`config.mk`:
```
export PLATFORM = sky130hd
export DESIGN_NAME = cga_composite_decoder
export DESIGN_NICKNAME = d
export VERILOG_FILES = /design/src/rtl/cga_comp_pkg.sv /design/src/rtl/cga_comp_level_decode.sv /design/src/rtl/cga_composite_decoder.sv
export SDC_FILE = /design/constraint.sdc
export NUM_CORES = 1
export LEC_CHECK = 0
export BUFFER_PORTS_ARGS = -buffer_cell sky130_fd_sc_hd__buf_2
export CORE_MARGIN = 4
export CORE_UTILIZATION = 50
export DETAILED_ROUTE_END_ITERATION = 12
export PLACE_DENSITY = 0.74
export SLEW_MARGIN = 30
export SYNTH_ARGS = -nofsm -noshare
export SYNTH_HDL_FRONTEND = slang
export SYNTH_HIERARCHICAL = 1
export SYNTH_SLANG_ARGS = --single-unit
```
`constraint.sdc`:
```
create_clock -name clk -period 4.2 [get_ports clk]
set_input_delay 0 -clock clk [delete_from_list [all_inputs] [get_ports clk]]
set_output_delay 0 -clock clk [all_outputs]
set_load 0.02 [all_outputs]
```
`src/rtl/cga_comp_pkg.sv`:
```
// Shared definitions for the CGA composite decode path.
// Grey levels are indexed by RGB (0..7); intensified colours sit INTENS_OFS
// above their base level; a colour cycle swings COLOUR_OFS above its trough.
package cga_comp_pkg;

  localparam logic [6:0] LVL_SYNC         = 7'd0;
  localparam logic [6:0] LVL_BURST_TROUGH = 7'd29;
  localparam logic [6:0] INTENS_OFS       = 7'd31;
  localparam logic [6:0] COLOUR_OFS       = 7'd28;

  typedef enum logic [1:0] {
    ST_IDLE   = 2'd0,
    ST_SYNC   = 2'd1,
    ST_BURST  = 2'd2,
    ST_ACTIVE = 2'd3
  } state_t;

  function automatic logic [6:0] grey_lvl(input logic [2:0] rgb);
    case (rgb)
      3'd0:    return 7'd29;
      3'd1:    return 7'd36;
      3'd2:    return 7'd49;
      3'd3:    return 7'd56;
      3'd4:    return 7'd39;
      3'd5:    return 7'd46;
      3'd6:    return 7'd60;
      default: return 7'd68;
    endcase
  endfunction

endpackage

```
`src/rtl/cga_comp_level_decode.sv`:
```
// Combinational decode of one colour-cycle window from its (min, max) levels.
//   lvl_min, lvl_max : smallest / largest composite level seen in the window
//   irgb             : decoded I,R,G,B (0 when unrecognised)
//   err              : no IRGB code produces this (min, max) pair
module cga_comp_level_decode
  import cga_comp_pkg::*;
(
  input  logic [6:0] lvl_min,
  input  logic [6:0] lvl_max,
  output logic [3:0] irgb,
  output logic       err
);

  always_comb begin
    irgb = 4'd0;
    err  = 1'b1;
    if (lvl_min == lvl_max) begin
      // Black and white carry no chroma, so the window is flat.
      if (lvl_min == grey_lvl(3'd0)) begin
        irgb = 4'b0000;
        err  = 1'b0;
      end else if (lvl_min == grey_lvl(3'd0) + INTENS_OFS) begin
        irgb = 4'b1000;
        err  = 1'b0;
      end else if (lvl_min == grey_lvl(3'd7) + COLOUR_OFS) begin
        irgb = 4'b0111;
        err  = 1'b0;
      end else if (lvl_min == grey_lvl(3'd7) + COLOUR_OFS + INTENS_OFS) begin
        irgb = 4'b1111;
        err  = 1'b0;
      end
    end else if ({1'b0, lvl_max} == {1'b0, lvl_min} + {1'b0, COLOUR_OFS}) begin
      // Widened compare so a trough near full scale cannot wrap onto a match.
      for (int i = 1; i <= 6; i++) begin
        if (lvl_min == grey_lvl(3'(i))) begin
          irgb = {1'b0, 3'(i)};
          err  = 1'b0;
        end else if (lvl_min == grey_lvl(3'(i)) + INTENS_OFS) begin
          irgb = {1'b1, 3'(i)};
          err  = 1'b0;
        end
      end
    end
  end

endmodule

```
`src/rtl/cga_composite_decoder.sv`:
```
// CGA composite decoder: recovers hsync, vsync, burst phase and per-cycle IRGB
// from the 7-bit composite level stream. All state advances on sample_en.
//   clk, reset_n         : clock, asynchronous active-low reset
//   sample_en, comp_in   : sample strobe and composite level (0 = sync tip)
//   hsync, vsync         : separated sync
//   burst_lock, phase    : burst found on this line, sample index mod 4 of peak
//   pix_valid, pix_irgb  : one-clk pulse per decoded 4-sample window
//   decode_err           : pulses with pix_valid when the window is unrecognised
//
// state     | meaning
// ----------+-----------------------------------------------------------
// ST_IDLE   | after reset, waiting for the first accepted sync run
// ST_SYNC   | in sync tip, burst_lock cleared
// ST_BURST  | searching for 29 -> BURST_LVL within BURST_WIN samples
// ST_ACTIVE | decoding 4-sample windows aligned to phase (if locked)
module cga_composite_decoder
  import cga_comp_pkg::*;
#(
  parameter int HSYNC_MIN = 3,
  parameter int VSYNC_MIN = 64,
  parameter int BURST_WIN = 48,
  parameter int BURST_LVL = 57
) (
  input  logic       clk,
  input  logic       reset_n,
  input  logic       sample_en,
  input  logic [6:0] comp_in,
  output logic       hsync,
  output logic       vsync,
  output logic       burst_lock,
  output logic [1:0] phase,
  output logic       pix_valid,
  output logic [3:0] pix_irgb,
  output logic       decode_err
);

  localparam logic [7:0] HS_MIN = 8'(HSYNC_MIN);
  localparam logic [7:0] VS_MIN = 8'(VSYNC_MIN);

  state_t     state;
  logic [7:0] run_cnt;
  logic [1:0] samp_cnt;
  logic [6:0] prev_lvl;
  logic [7:0] win_cnt;
  logic       win_act;
  logic [6:0] win_min;
  logic [6:0] win_max;

  logic       is_sync;
  logic [7:0] run_next;
  logic [1:0] win_pos;
  logic [6:0] upd_min;
  logic [6:0] upd_max;
  logic [3:0] dec_irgb;
  logic       dec_err;

  always_comb begin
    is_sync  = (comp_in == LVL_SYNC);
    run_next = 8'd0;
    if (is_sync) run_next = (run_cnt == 8'hFF) ? run_cnt : run_cnt + 8'd1;
    win_pos  = samp_cnt - phase;
    // Slot 0 restarts the window; later slots fold into the running extremes.
    upd_min  = comp_in;
    upd_max  = comp_in;
    if (win_pos != 2'd0) begin
      upd_min = (comp_in < win_min) ? comp_in : win_min;
      upd_max = (comp_in > win_max) ? comp_in : win_max;
    end
  end

  cga_comp_level_decode u_level_decode (
    .lvl_min (upd_min),
    .lvl_max (upd_max),
    .irgb    (dec_irgb),
    .err     (dec_err)
  );

  always_ff @(posedge clk or negedge reset_n) begin
    if (!reset_n) begin
      state      <= ST_IDLE;
      run_cnt    <= 8'd0;
      samp_cnt   <= 2'd0;
      prev_lvl   <= 7'd0;
      win_cnt    <= 8'd0;
      win_act    <= 1'b0;
      win_min    <= 7'd0;
      win_max    <= 7'd0;
      hsync      <= 1'b0;
      vsync      <= 1'b0;
      burst_lock <= 1'b0;
      phase      <= 2'd0;
      pix_valid  <= 1'b0;
      pix_irgb   <= 4'd0;
      decode_err <= 1'b0;
    end else begin
      pix_valid  <= 1'b0;
      decode_err <= 1'b0;
      if (sample_en) begin
        run_cnt  <= run_next;
        samp_cnt <= samp_cnt + 2'd1;
        prev_lvl <= comp_in;

        hsync <= is_sync && (run_next >= HS_MIN) && (run_next < VS_MIN);
        // vsync survives the end of the long run; only a later short
        // accepted sync, judged at its rising edge, clears it.
        if (is_sync && (run_next >= VS_MIN))
          vsync <= 1'b1;
        else if (!is_sync && (run_cnt >= HS_MIN) && (run_cnt < VS_MIN))
          vsync <= 1'b0;

        case (state)
          ST_IDLE: begin
            if (run_next >= HS_MIN) begin
              state      <= ST_SYNC;
              burst_lock <= 1'b0;
            end
          end
          ST_SYNC: begin
            if (!is_sync) begin
              state   <= ST_BURST;
              win_cnt <= 8'(BURST_WIN - 1);
            end
          end
          ST_BURST: begin
            if ((comp_in == 7'(BURST_LVL)) && (prev_lvl == LVL_BURST_TROUGH)) begin
              phase      <= samp_cnt;
              burst_lock <= 1'b1;
              win_act    <= 1'b0;
              state      <= ST_ACTIVE;
            end else if (win_cnt == 8'd1) begin
              burst_lock <= 1'b0;
              win_act    <= 1'b0;
              state      <= ST_ACTIVE;
            end else begin
              win_cnt <= win_cnt - 8'd1;
            end
          end
          ST_ACTIVE: begin
            if (is_sync) begin
              state      <= ST_SYNC;
              burst_lock <= 1'b0;
              win_act    <= 1'b0;
            end else if (burst_lock && ((win_pos == 2'd0) || win_act)) begin
              win_min <= upd_min;
              win_max <= upd_max;
              if (win_pos == 2'd3) begin
                win_act    <= 1'b0;
                pix_valid  <= 1'b1;
                pix_irgb   <= dec_irgb;
                decode_err <= dec_err;
              end else begin
                win_act <= 1'b1;
              end
            end
          end
          default: state <= ST_IDLE;
        endcase
      end
    end
  end

endmodule

```
# After elaboration in Yosys (flattened, before gate mapping)
# Cells that the tools add are included.
# word_totals
register_bits	53
latchBits	0
mem_bits_rw	0
romBits	0
in_bits	10
out_inout_bits	11
elab_cells	196
mem_count	0
# classes
addsub	11
multipliers	0
div_mod_pow	0
order_cmp	7
n_eq_ne	33
shift	0
mux	104
n_bitwise	1
reduce_logical	25
# op_table
cell	count
$mux W7	34
$eq A7 B7 Y1	13
$mux W4	18
$add A7 B5 Y7 const B	6
$mux W8	5
$mux W1	38
$reduce_and A5 Y1	4
$ge A8 B2 Y1 const B	2
$lt A8 B7 Y1 const B	2
$pmux W8 S2	1
$eq A7 B5 Y1 const B	2
$eq A7 B6 Y1 const B	2
$eq A7 B7 Y1 const B	2
$mux W2	5
$ne A2 B2 Y1 const B	5
$add A7 B5 Y8 const B	1
$add A8 B1 Y8 const B	1
$eq A7 B8 Y1	1
$eq A8 B1 Y1 const B	1
$eq A8 B8 Y1 const B	1
$ge A8 B7 Y1 const B	1
$pmux W2 S4	1
$reduce_and A4 Y1	2
$reduce_bool A2 Y1	4
19 further kinds	29

# Longest topological paths before layout
# logic_depth
depth_word	32
mapped_depth	16
depth_no_buf	16

# By module
# The synthesis kept the hierarchy.
# by_module_without_submodules
mod	n_inst	cells_each	area_per_inst_um2	seq_area_each_um2
cga_composite_decoder	1	304	3135.5	1326.3
cga_comp_level_decode	1	90	673.1	0.0

# Least setup slack after synthesis
# Ideal clock, no wire load.
# synth_timing
path_kind	register to register
from	reg phase[0]
to	reg pix_irgb[0]
setup_time_ns	0.125
t_arrival_ns	3.195
required_ns	4.075
path_slack_ns	0.880
stages_incl_launch_ff	15
path_buffers	0
period_less_slack_ns	3.320
path_cell_list	dfrtp_1 -> ha_1 -> xor2_1 -> xnor2_1 -> and2_1 -> nor2_1 -> nand2_1 -> mux2_2 -> ha_1 -> and2_4 -> o211a_1 -> a311o_1 -> nor2_1 -> o31ai_1 -> mux2_2
# synth_via
elab_chain_len	18
word_cells_on_any_way	46
cone_classes	add/sub (2); eq/ne (19); mux (20); reduce/logical (5)
# synth_lines
item	line_no	source
from (decl)	cga_composite_decoder.sv:31	output logic [1:0] phase,
from (signal assigned)	cga_composite_decoder.sv:126	phase <= samp_cnt;
$sub A2 B2 Y2 (*)	cga_composite_decoder.sv:61	win_pos = samp_cnt - phase;
$reduce_bool A2 Y1 (*)	cga_composite_decoder.sv:65	if (win_pos != 2'd0) begin
$mux W7 (*)	cga_composite_decoder.sv:65	
named net upd_min[3]	cga_composite_decoder.sv:52	logic [6:0] upd_min;
$eq A7 B7 Y1	cga_comp_level_decode.sv:38	end else if (lvl_min == grey_lvl(3'(i)) + INTENS_OFS) begin
$mux W4	cga_comp_level_decode.sv:38	
$mux W4	cga_comp_level_decode.sv:35	if (lvl_min == grey_lvl(3'(i))) begin
$mux W4	cga_comp_level_decode.sv:38	
[... 4 more ...]	-	
$mux W4	cga_comp_level_decode.sv:35	
$mux W4	cga_comp_level_decode.sv:38	
$mux W4	cga_comp_level_decode.sv:35	
$mux W4	cga_comp_level_decode.sv:38	
$mux W4	cga_comp_level_decode.sv:35	
$mux W4	cga_comp_level_decode.sv:32	end else if ({1'b0, lvl_max} == {1'b0, lvl_min} + {1'b0, COLOUR_OFS}) begin
$mux W4 (*)	cga_comp_level_decode.sv:17	if (lvl_min == lvl_max) begin
named net dec_irgb[0]	cga_composite_decoder.sv:54	logic [3:0] dec_irgb;
to (signal assigned)	cga_composite_decoder.sv:149	pix_irgb <= dec_irgb;
to (decl)	cga_composite_decoder.sv:33	output logic [3:0] pix_irgb,
# Mark *: on every way through the listed nets, which the timed path passes. The rest lies on a longest branch.
# A chain may end at the register's enable or synchronous reset.

# Worst setup path after layout
# layout_timing
from	reg samp_cnt[0]
to	reg decode_err
# layout_via
elab_chain_len	23
word_cells_on_any_way	50
cone_classes	add/sub (2); eq/ne (19); mux (25); reduce/logical (4)
# layout_lines
item	line_no	source
from (decl)	cga_composite_decoder.sv:42	logic [1:0] samp_cnt;
from (signal assigned)	cga_composite_decoder.sv:100	samp_cnt <= samp_cnt + 2'd1;
$sub A2 B2 Y2 (*)	cga_composite_decoder.sv:61	
$reduce_bool A2 Y1 (*)	cga_composite_decoder.sv:65	
$mux W7 (*)	cga_composite_decoder.sv:65	
named net upd_min[2]	cga_composite_decoder.sv:52	
$eq A7 B7 Y1	cga_comp_level_decode.sv:38	
$mux W1	cga_comp_level_decode.sv:38	
$mux W1	cga_comp_level_decode.sv:35	
$mux W1	cga_comp_level_decode.sv:38	
[... 9 more ...]	-	
$mux W1	cga_comp_level_decode.sv:32	
$mux W1 (*)	cga_comp_level_decode.sv:17	
named net dec_err	cga_composite_decoder.sv:55	logic dec_err;
$mux W1 (*)	cga_composite_decoder.sv:146	if (win_pos == 2'd3) begin
$mux W1 (*)	cga_composite_decoder.sv:143	end else if (burst_lock && ((win_pos == 2'd0) || win_act)) begin
$mux W1 (*)	cga_composite_decoder.sv:139	if (is_sync) begin
$mux W1 (*)	cga_composite_decoder.sv:111	case (state)
$mux W1 (*)	cga_composite_decoder.sv:98	if (sample_en) begin
to (signal assigned)	cga_composite_decoder.sv:150	decode_err <= dec_err;
to (decl)	cga_composite_decoder.sv:34	output logic decode_err
# Marked as above.

==> metrics.md <==
| Metric | Value |
|---|---|
| Status | `complete, no violations` |
| Worst-path clk slew | `0.10 ns` |
| DRT Wirelength | `7750 microns` |
| Placed cell count | `500` |
| Worst path arrival time | `3.85 ns` |
| Final setup vio count | `0` |
| Clock Sinks | `53` |
| Cell-internal power | `1.15 mW` |
| Hold Path Cell Cnt | `2` |
| R2R Path Start | `samp_cnt[0]` |
| DRT met1 WL | `3600 microns` |
| Largest net degree at the start of global routing | `54` |
| Tcrit/Tclk final | `85.7%` |
| Synth Warn # | `6` |
| Count of cells resized by post-cts repair | `0` |
| Vias in the first global route | `2929` |
| Total power | `1.92 mW` |
| RSZ-0062 raised after global routing | `false` |
| Primary FF master, synth | `dfrtp_1` |
| DR top layer | `met4` |
| Share of the synthesized area in the top cell type | `34.8%` |
| Syn Nets | `431` |
| Clock power frac | `16.8%` |
| RR Endpoint | `decode_err` |
| GRT Total Usage | `18.7%` |
| Layout cells sized above 1 | `21.7%` |
| Die Span X | `95.3 microns` |
| Max clock buf depth | `2` |
| Sequential fraction of the synthesis area | `34.8%` |
| Post-CTS Setup Bufs | `0` |
| Hold WC Path Type | `in -> reg` |
| Fin crit period | `3.60 ns` |
| CTS Hold Buffers Added | `1` |
| Starting DRT DRC Count | `166` |
| Sw Share | `40.2%` |
| Worst EP required | `4.45 ns` |
| Die footprint | `0.00908 sq mm` |
| Sequential power share | `34.1%` |
| Maxcap violations | `0` |
| Total congestion overflow | `0` |
| Nets@finish | `446` |
| Clock skew | `0.0115 ns` |
| DIE HEIGHT | `95.3 microns` |
| Worst slew pin tran | `0.772 ns` |
| Flop2flop setup slack | `0.60 ns` |
| WL met2 | `3820 microns` |
| Ys async rst share | `100%` |
| Critical path class | `reg -> reg` |
| Comb pwr share | `49.0%` |
| DRT Pass-1 Iters | `4` |
| Most frequent cells in the layout | `dfrtp_1, mux2_2, nand2_1` |
| Cells after Synth | `394` |
| Max Fclk | `278 MHz` |
| DR WL/cell | `15.2 microns` |
| H-tree depth | `2` |
| Synthesized area | `0.00381 sq mm` |
| CTS tree | `yes` |
| Area Overhead vs Synth | `7.03%` |
| Post-Syn Area per Cell | `9.67 sq um` |
| Leak pwr | `1.81 nW` |
| Final GP Congestion | `0.817` |
| Setup TNS | `0 ns` |
| Synth cell types | `66` |
| Fin. max-slew vios | `0` |
| DR vias | `2927` |
| Buffers on Ports | `20` |
| Leading cell type in the layout, fill and taps excluded | `dfrtp_1` |
| Worst setup endpoint | `decode_err` |
| Number of synthesized flops with an enable pin | `0` |
| Critical path startpoint category | `flop` |
| Synth area leaders | `dfrtp_1, mux2_2, ha_1, a21oi_1, nand2_1` |
| I/O pins | `21` |
| CP Launch Point | `samp_cnt[0]` |
| Antenna viol nets, final | `0` |
| Reg2Reg Depth | `15` |
| Core area | `0.00733 sq mm` |
| Cell Count, Final, Fillers Out | `509` |
| Core Rows | `31` |
| Via density | `5.75` |
| Clock buffer count from CTS | `5` |
| Worst slew margin relative to its limit | `48.1%` |
| Yosys reg bits | `53` |
| Antenna violations before repair | `0` |
| Cell Pwr Density | `471 mW/mm^2` |
| Largest area contributor in the netlist | `dfrtp_1` |
| CTS root buffer | `clkbuf_8` |
| Hpwl dp | `5690 microns` |
| Critical Path Sink Type | `flop` |
| Worst VDD drop | `0.217 mV` |
| Design Area, Final | `0.00408 sq mm` |
| Multi-input gate area | `0.00230 sq mm` |
| NetSw | `773 uW` |
| Critical path peak fanout | `7` |
| Hold Fails Final Rpt | `0` |
| Initial Utilization | `52.0%` |
| Register area | `0.00133 sq mm` |
| Clk_lat worst skew | `0.31 ns` |
| Fill count | `681` |
| Placed Area | `0.00396 sq mm` |
| Met3 wire len | `206 microns` |
| Post-route DRC | `0` |
| ANT cells | `0` |
| First-pass GRT wire length | `13500 microns` |
## worst min-delay path by stage
| stage | startpoint | to | slack [ns] |
|---|---|---|---|
| after floorplan | reset_n | burst_lock | -0.30 |
| after global placement | reset_n | run_cnt[3] | 0.16 |
| after detailed placement | reset_n | run_cnt[3] | 0.17 |
| after CTS | comp_in[0] | win_max[0] | 0.05 |
| after global routing | comp_in[0] | prev_lvl[0] | 0.06 |
| final | comp_in[0] | prev_lvl[0] | 0.05 |
## state kept, by name, indices dropped and copies added, names as in the netlist, 2 cells and up
register / count
prev_lvl: 7
phase: 2
pix_irgb: 4
samp_cnt: 2
win_cnt: 8
run_cnt: 8
state: 2
win_min: 7
win_max: 7
## logic make-up (layout without fill, tap and decap cells)
group / count (synthesis) / count (layout) / share of synthesized area (%)
AND/OR/NAND/NOR: 125 / 125 / 18.8
AO/OA/AOI/OAI: 84 / 84 / 15.4
flip-flops: 53 / 53 / 34.8
multiplexers: 44 / 44 / 12.9
buffers and inverters: 42 / 58 / 4.83
adder cells (fa/ha/maj): 27 / 27 / 8.87
XOR/XNOR: 19 / 19 / 4.37
## power by group through the flow
stage                     clock network, mW  logic, mW  registers, mW
after global placement                    0      0.901          0.660
after CTS                             0.329      0.942          0.655
after floorplan                           0      0.797          0.646
final                                 0.323      0.942          0.656
after detailed placement                  0      0.937          0.664
after global routing                  0.350       1.06          0.668
## layer usage
layer / track usage (%) / vias up
met5: 0 / -
met4: 6.01 / 0
met3: 2.45 / 11
met2: 32.5 / 48
met1: 23.9 / 1418
li1: - / 1450
## metrics by stage
stage | setup slack (ns) | utilization, % | hold WS [ns]
final | 0.601 | 55.6 | 0.0528
after CTS | 0.609 | 55.6 | 0.0468
after global routing | 0.348 | 55.6 | 0.0557
after floorplan | 0.880 | - | -0.296
after detailed placement | 0.656 | 54.0 | 0.170
after global placement | 0.786 | 54.0 | 0.163
## synthesized netlist by cell type, drive strengths merged (2+ instances only)
cell / instances
nand3: 11
ha: 27
o31ai: 2
o211ai: 2
nor2b: 4
o211a: 2
xor2: 12
nand2: 29
dfrtp: 53
o21bai: 3
and2: 7
mux2i: 2
or3: 2
nor2: 24
and4: 4
and4b: 2
a21o: 5
a31oi: 6
and3: 3
xnor2: 7
inv: 28
a31o: 5
a21oi: 24
nand2b: 6
a211oi: 4
a311oi: 2
nand4b: 3
buf: 5
nor4: 4
o21ai: 17
mux2: 42
nand4: 8
nor3: 8
nor3b: 3
clkbuf: 9
## cell type report
cell class | count | share of cell area (%)
Multi-Input combinational cell | 299 | 56.4
Sequential cell | 53 | 32.5
Tap cell | 99 | 3.04
Timing Repair Buffer | 22 | 2.89
Inverter | 28 | 2.58
Clock buffer | 7 | 2.36
Clock inverter | 1 | 0.215
## worst max-delay path: stages, from the launching register on
cell and delay [ns]:
dfrtp_1 0.40, inv_1 0.06, ha_1 0.19, xor2_1 0.15, xnor2_1 0.23, and2_1 0.27
nor2_1 0.09, nand2_1 0.24, mux2_2 0.43, ha_1 0.27, nor2b_1 0.17, o211a_1 0.22
a311o_1 0.34, nor3b_2 0.19, a2bb2oi_1 0.16, and2_1 0.13
(Power assumes the default switching activity.)
